<file path="src/rtl/video_timing_gen.sv">
// Parametrised raster timing generator: pixel/line counters, syncs, visible/writable, SOF and vblank pulses, frame count.
// Optional raster interrupt is built only when VIDEO_TIMING_RASTER_IRQ_EN is defined.
module video_timing_gen #(
  parameter int H_ACTIVE  = 320,
  parameter int H_FP      = 8,
  parameter int H_SYNC    = 48,
  parameter int H_BP      = 24,
  parameter int V_ACTIVE  = 480,
  parameter int V_FP      = 10,
  parameter int V_SYNC    = 2,
  parameter int V_BP      = 33,
  parameter bit HSYNC_POL = 1'b0,
  parameter bit VSYNC_POL = 1'b0,
  parameter int CW        = 10,
  parameter int FRAME_W   = 8
) (
  input  logic               clk_12_5875,
  input  logic               rst,
  output logic [CW-1:0]      hcounter_o,
  output logic [CW-1:0]      vcounter_o,
  output logic               hsync_o,
  output logic               vsync_o,
  output logic               visible_o,
  output logic               writable_o,
  output logic               sof_o,
  output logic               vblank_start_o,
  output logic [FRAME_W-1:0] frame_count_o,
  input  logic [CW-1:0]      irq_line_i,
  input  logic               irq_en_i,
  input  logic               irq_ack_i,
  output logic               irq_o
);

  localparam int H_TOTAL = H_ACTIVE + H_FP + H_SYNC + H_BP;
  localparam int V_TOTAL = V_ACTIVE + V_FP + V_SYNC + V_BP;

  localparam logic [CW-1:0] H_LAST   = CW'(H_TOTAL - 1);
  localparam logic [CW-1:0] V_LAST   = CW'(V_TOTAL - 1);
  localparam logic [CW-1:0] H_ACT_C  = CW'(H_ACTIVE);
  localparam logic [CW-1:0] V_ACT_C  = CW'(V_ACTIVE);
  localparam logic [CW-1:0] HS_START = CW'(H_ACTIVE + H_FP);
  localparam logic [CW-1:0] HS_END   = CW'(H_ACTIVE + H_FP + H_SYNC);
  localparam logic [CW-1:0] VS_START = CW'(V_ACTIVE + V_FP);
  localparam logic [CW-1:0] VS_END   = CW'(V_ACTIVE + V_FP + V_SYNC);
  localparam logic          HS_ON    = HSYNC_POL;
  localparam logic          VS_ON    = VSYNC_POL;

  generate
    if ((H_TOTAL > (1 << CW)) || (V_TOTAL > (1 << CW)) ||
        (H_ACTIVE < 1) || (H_FP < 1) || (H_SYNC < 1) || (H_BP < 1) ||
        (V_ACTIVE < 1) || (V_FP < 1) || (V_SYNC < 1) || (V_BP < 1) ||
        (FRAME_W < 1)) begin : g_param_err
      $error("video_timing_gen: totals exceed 2^CW or a porch/sync width is zero");
    end
  endgenerate

  logic               started_q;
  logic [CW-1:0]      h_q, h_d;
  logic [CW-1:0]      v_q, v_d;
  logic [FRAME_W-1:0] fc_q, fc_d;
  logic               wrap_d;
  logic               hsync_q, hsync_d;
  logic               vsync_q, vsync_d;
  logic               visible_q, visible_d;
  logic               writable_q, writable_d;
  logic               sof_q, sof_d;
  logic               vbs_q, vbs_d;

  // Next-state counters; the first edge after reset loads (0,0) so frame 0 is shown but not announced.
  always_comb begin
    h_d    = h_q;
    v_d    = v_q;
    fc_d   = fc_q;
    wrap_d = 1'b0;
    if (!started_q) begin
      h_d = '0;
      v_d = '0;
    end else if (h_q == H_LAST) begin
      h_d = '0;
      if (v_q == V_LAST) begin
        v_d    = '0;
        fc_d   = fc_q + FRAME_W'(1);
        wrap_d = 1'b1;
      end else begin
        v_d = v_q + CW'(1);
      end
    end else begin
      h_d = h_q + CW'(1);
    end
  end

  // Flags derived from the next-state counters so they line up with the registered counters.
  always_comb begin
    hsync_d    = ((h_d >= HS_START) && (h_d < HS_END)) ? HS_ON : ~HS_ON;
    vsync_d    = ((v_d >= VS_START) && (v_d < VS_END)) ? VS_ON : ~VS_ON;
    visible_d  = (h_d < H_ACT_C) && (v_d < V_ACT_C);
    writable_d = (v_d >= V_ACT_C);
    sof_d      = wrap_d;
    vbs_d      = started_q && (h_d == '0) && (v_d == V_ACT_C);
  end

  // Timing state and registered outputs.
  always_ff @(posedge clk_12_5875 or posedge rst) begin
    if (rst) begin
      started_q  <= 1'b0;
      h_q        <= '0;
      v_q        <= '0;
      fc_q       <= '0;
      hsync_q    <= ~HS_ON;
      vsync_q    <= ~VS_ON;
      visible_q  <= 1'b0;
      writable_q <= 1'b1;
      sof_q      <= 1'b0;
      vbs_q      <= 1'b0;
    end else begin
      started_q  <= 1'b1;
      h_q        <= h_d;
      v_q        <= v_d;
      fc_q       <= fc_d;
      hsync_q    <= hsync_d;
      vsync_q    <= vsync_d;
      visible_q  <= visible_d;
      writable_q <= writable_d;
      sof_q      <= sof_d;
      vbs_q      <= vbs_d;
    end
  end

  assign hcounter_o     = h_q;
  assign vcounter_o     = v_q;
  assign frame_count_o  = fc_q;
  assign hsync_o        = hsync_q;
  assign vsync_o        = vsync_q;
  assign visible_o      = visible_q;
  assign writable_o     = writable_q;
  assign sof_o          = sof_q;
  assign vblank_start_o = vbs_q;

`ifdef VIDEO_TIMING_RASTER_IRQ_EN
  logic irq_q, irq_d;
  logic irq_set_d;

  // Sticky raster interrupt; a set in the same cycle as an ack takes priority.
  always_comb begin
    irq_set_d = irq_en_i && (h_d == '0) && (v_d == irq_line_i);
    if (irq_set_d) begin
      irq_d = 1'b1;
    end else if (irq_ack_i) begin
      irq_d = 1'b0;
    end else begin
      irq_d = irq_q;
    end
  end

  // Raster interrupt register.
  always_ff @(posedge clk_12_5875 or posedge rst) begin
    if (rst) begin
      irq_q <= 1'b0;
    end else begin
      irq_q <= irq_d;
    end
  end

  assign irq_o = irq_q;
`else
  logic irq_unused;
  assign irq_unused = ^{irq_line_i, irq_en_i, irq_ack_i};
  assign irq_o      = 1'b0;
`endif

`ifdef SIM
  // Frame trace for simulation builds only.
  always_ff @(posedge clk_12_5875) begin
    if (sof_q) begin
      $display("%0t video_timing_gen sof frame_count=%0d", $time, fc_q);
    end
  end
`endif

endmodule

</file>
<file path="config.mk">
export PLATFORM = sky130hd
export DESIGN_NAME = video_timing_gen
export DESIGN_NICKNAME = d
export VERILOG_FILES = /design/src/rtl/video_timing_gen.sv
export SDC_FILE = /design/constraint.sdc
export NUM_CORES = 1
export LEC_CHECK = 0
export BUFFER_PORTS_ARGS = -buffer_cell sky130_fd_sc_hd__buf_4
export CAP_MARGIN = 20
export CORE_MARGIN = 2
export CORE_UTILIZATION = 50
export CTS_CLUSTER_SIZE = 24
export DETAILED_ROUTE_END_ITERATION = 12
export PLACE_DENSITY = 0.79
export SETUP_SLACK_MARGIN = 0.02
export SLEW_MARGIN = 40
export SYNTH_ARGS = -nofsm -noshare
export SYNTH_HDL_FRONTEND = slang
export SYNTH_SLANG_ARGS = --single-unit
</file>
<file path="constraint.sdc">
create_clock -name clk_12_5875 -period 5.5 [get_ports clk_12_5875]
set_input_delay 1.1 -clock clk_12_5875 [delete_from_list [all_inputs] [get_ports clk_12_5875]]
set_output_delay 1.1 -clock clk_12_5875 [all_outputs]
set_load 0.02 [all_outputs]
</file>
After elaboration in Yosys (flattened, before gate mapping)
Cells that the tools add are included.
- bits in registers: 35
- output and inout port bits: 35
- logic and storage cells: 40
- $add $sub $neg: 3
- magnitude comparators: 7
- equal/unequal tests: 3
- mux-type cells: 10
- reductions and logical operators: 7
- operator list (operator ; count):
    2-to-1 mux 10 bit ; 5
    less-than comparator 10 x 9 -> 1 bit (second input constant) ; 4
    >= comparator 10 x 9 -> 1 bit (second input constant) ; 3
    adder 10 x 1 -> 10 bit (second input constant) ; 2
    == test 10 x 9 -> 1 bit (second input constant) ; 2
    == test 10 bit (second input constant) ; 1
    zero test 10 bit ; 1
    adder 8 x 1 -> 8 bit (second input constant) ; 1
    logical AND 1 bit ; 5
    2-to-1 mux 1 bit ; 5
    AND reduction 3 bit ; 1

Logic depth before layout (Yosys ltp)
- word-level depth: 7
- gate-level depth with buffers: 8

Worst setup path before layout
OpenSTA, ideal clock, no wires.
- path kind: register to register
- start point: register h_q[0], in the netlist hcounter_o[0]
- end point: register vsync_q, in the netlist vsync_o
- data arrival time: 2.213 ns
- setup slack: 3.199 ns
- cell stages (with the launch flop): 9
- buffers on the path: 1
- path through: dfrtp_1 ha_1 and3_1 nand3_2 clkbuf_1 nor4_1 xnor2_1 nand4_1 or3_1
- cells in the longest elaborated chain, start to end: 6
- elaborated cells on any way between the ends: 7
- RTL lines (item ; RTL line ; text):
    from (decl) ; 58 ; logic [CW-1:0] h_q, h_d;
    from (signal assigned) ; 106 ; h_q <= '0;
    from (signal assigned) ; 117 ; h_q <= h_d;
    == test 10 x 9 -> 1 bit (*) ; 78 ; end else if (h_q == H_LAST) begin
    2-to-1 mux 10 bit (*) ; 78 ;
    2-to-1 mux 10 bit (*) ; 75 ; if (!started_q) begin
    >= comparator 10 x 9 -> 1 bit / less-than comparator 10 x 9 -> 1 bit (equally long branches) ; 95 ; vsync_d = ((v_d >= VS_START) && (v_d < VS_END)) ? VS_ON : ~VS_ON;
    logical AND 1 bit (*) ; 95 ;
    2-to-1 mux 1 bit (*) ; 95 ;
    via vsync_d ; 63 ; logic vsync_q, vsync_d;
    to (signal assigned) ; 110 ; vsync_q <= ~VS_ON;
    to (signal assigned) ; 121 ; vsync_q <= vsync_d;
    to (decl) ; 63 ;
Mark *: on every way through the listed nets, which the timed path passes. The rest lies on a longest branch.
A chain may end at the register's enable or synchronous reset.

Final worst setup path
- start point: register h_q[0], in the netlist hcounter_o[0]
- end point: register vbs_q, in the netlist vblank_start_o
- cells in the longest elaborated chain, start to end: 6
- elaborated cells on any way between the ends: 10
- RTL lines (item ; RTL line ; text):
    adder 10 x 1 -> 10 bit / == test 10 x 9 -> 1 bit (equally long branches) ; 88, 78 ;
    2-to-1 mux 10 bit ; 78 ;
    2-to-1 mux 10 bit ; 75 ;
    zero test 10 bit ; 99 ; vbs_d = started_q && (h_d == '0) && (v_d == V_ACT_C);
    logical AND 1 bit ; 99 ;
    logical AND 1 bit (*) ; 99 ;
    via vbs_d ; 67 ; logic vbs_q, vbs_d;
    to (signal assigned) ; 125 ; vbs_q <= vbs_d;
    to (decl) ; 67 ;
Marked as above.

==> results.yml <==
layout:
  multi_input_area_sq_um: 943
  fin_cells: 285
  n_fill_cell: 326
  n_antenna_cell: 0
  area_growth_pct: 21.7
  final_area_sq_um: 2320
  nets: 254
  seq_area_sq_um: 880
  drive_gt1_frac: 0.232
  utilization: 0.635
cts:
  cts_max_path_buffers: 2
  postCtsResizedCells: 0
  ctsHoldBuffers: 0
  clkLatencyLatePin_ns: 0.29
  h-tree-depth: 2
  post_cts_buffers: 0
  numCtsBuffers: 5
  clk_pin_slew_ns: 0.07
  cts_tree: "done"
  clock_sinks: 35
  clock-root-buffer: "clkbuf_8"
routing:
  drt_iter0_drc: 78
  routedWlPerCell_microns: 13.6
  post-route-drc-count: 0
  vias_per_cell: 5.56
  drt-pass1-iter-count: 4
  vias: 1584
  wl_microns: 3880
  ant_nets: 0
power_and_ir_drop:
  swShare: 0.201
  total_power_mw: 0.559
  power_density_nw_per_um2: 241
  clkPwrFrac: 0.491
  cell_internal_pwr_mw: 0.447
  power_frac_seq: 0.471
  vdd_ir_drop_max_uv: 178
  cellLeakagePower_nw: 1.11
  power_switching_mw: 0.112
  p_comb_frac: 0.038
floorplanning:
  coreArea_sq_um: 3660
  fp.dieW_microns: 65.8
  die_h_microns: 65.8
  io_pins: 49
  start_util: 0.522
  rows: 22
  die_area_sq_um: 4330
worst_hold_path:
  hold_depth: 1
  hold_path_class: "reg2reg"
sta:
  setup_viol_count_final: 0
  drv_slew: 0
  period_minus_slack_ns: 2.62
  fin_setup_tns_ns: 0
  fin_crit_sh: 0.477
  hold_ws_ns: 0.470
  setup_ws_ns: 2.88
  rsz0062_at_grt: "no"
  hold_viol_final: 0
  fmax_mhz: 382
  fin_skew_ns: 0.00358
critical_path:
  startpoint: "hcounter_o[0]$_DFF_PP0_"
  end_kind: "flop"
  timing.rr.start: "hcounter_o[0]$_DFF_PP0_"
  worst-path-max-fanout: 14
  crit_required_ns: 5.67
  start_kind: "flop"
  crit_arrival_ns: 2.80
  regToRegSetupSlack_ns: 2.88
  regToRegEndpoint: "vblank_start_o$_DFF_PP0_"
  critPathKind: "reg2reg"
  r2r_cells: 7
  crit_end: "vblank_start_o$_DFF_PP0_"
logic_synthesis:
  synth_edf_count: 0
  ys_ff_latch: 35
  yosysMostFrequentCell: "dfrtp_1"
  yosys.area.top_type: "dfrtp_1"
  async_reset_ff_frac: 1.00
  ys_top_cells_by_count: "dfrtp_1, nor2_1, nand2_1, nand3_1, xnor2_1"
  synthTopCellsByArea: "dfrtp_1, xnor2_1, xor2_1"
  synth_area_sq_um: 1910
  syn-instance-count: 204
  yosysTopAreaCellShare: 0.419
  synth_nets: 222
  synthFlopType: "dfrtp_1"
  avgSynthCellArea_sq_um: 9.36
  ys_seq_area_frac: 0.461
  ys_types: 41
  yosysWarnings: 0
place:
  finalWeightedCongestion: 0.832
  place_area_sq_um: 2190
  pre_cts_ws_ns: 2.92
  portBuffers: 35
  placed_cells: 277
  hpwl_microns: 2760
grt:
  grtUsageTotal: 0.200
  grt_pass1_vias: 1462
  grt_max_degree: 36
  grt.overflow.total: 0
  antenna_found_initial: 0
  grt_pass1_wl_microns: 6610
job:
  maxCapViolations: 0
outcome:
  outcome: "completed"
cell families (layout without fill, tap and decap cells):
kind of cell | Yosys count | in the layout | share of synthesized area
AOI/OAI and AO/OA | 27 | 27 | 0.0957
xor gates and xnor gates | 23 | 23 | 0.106
adders and majority gates | 4 | 4 | 0.0262
buffers and inverters | 20 | 53 | 0.0452
DFF | 35 | 35 | 0.461
muxes | 2 | 2 | 0.0111
other | 2 | 2 | 0.00393
and+or+nand+nor | 91 | 91 | 0.252
per-layer routing:
metal	up-vias	wire length, microns	track usage
met5	-	0	0
met4	0	85	0.0755
met3	8	160	0.0460
met2	34	1860	0.335
met1	770	1780	0.252
li1	772	-	-
power groups by stage:
| stage | registers [mW] | clock network, mW | logic [mW] |
|---|---|---|---|
| after detailed placement | 0.268 | 0 | 0.0215 |
| after floorplan | 0.269 | 0 | 0.0134 |
| final | 0.264 | 0.275 | 0.0210 |
| after global routing | 0.264 | 0.289 | 0.0240 |
| after CTS | 0.263 | 0.282 | 0.0216 |
| after global placement | 0.268 | 0 | 0.0210 |
area by class of cell:
class / instances / area share
Sequential cell: 35 / 0.379
Clock buffer: 5 / 0.0296
Inverter: 9 / 0.0145
Tap cell: 48 / 0.0258
Clock inverter: 3 / 0.0291
Multi-Input combinational cell: 149 / 0.406
Timing Repair Buffer: 36 / 0.116
worst min path at each step:
stage,start,end,slack (ns)
6_report,frame_count_o[7]$_DFFE_PP0P_,frame_count_o[7]$_DFFE_PP0P_,0.47
3_3_place_gp,frame_count_o[7]$_DFFE_PP0P_,frame_count_o[7]$_DFFE_PP0P_,0.46
2_1_floorplan,frame_count_o[7]$_DFFE_PP0P_,frame_count_o[7]$_DFFE_PP0P_,0.58
3_5_place_dp,frame_count_o[7]$_DFFE_PP0P_,frame_count_o[7]$_DFFE_PP0P_,0.47
4_1_cts,frame_count_o[7]$_DFFE_PP0P_,frame_count_o[7]$_DFFE_PP0P_,0.48
5_1_grt,frame_count_o[7]$_DFFE_PP0P_,frame_count_o[7]$_DFFE_PP0P_,0.50
placed cells by master, fill, tap and decap left out, types with 5 or more instances in the layout:
cell      instances
a21oi_1           5
nand2_1          17
nand4_1           5
clkbuf_8          5
o21ai_0           7
xor2_1           10
inv_1             9
buf_4            36
nand3_1          13
nor2_1           22
nor3_1            5
xnor2_1          13
and3_1            9
dfrtp_1          32
state kept, by name, summed over array words and instances, names as in the netlist:
signal / count
writable_o: 1
vsync_o: 1
hcounter_o: 10
visible_o: 1
frame_count_o: 8
vblank_start_o: 1
vcounter_o: 10
hsync_o: 1
started_q: 1
sof_o: 1
worst max-delay path: stages, from the launching register on:
cell,delay [ns]
dfrtp_1,0.44
ha_1,0.28
and3_1,0.28
nand3_2,0.25
or3_1,0.43
a221oi_1,0.32
nand4_1,0.17
nor4_1,0.34
Power figures use the tool's default switching activity.
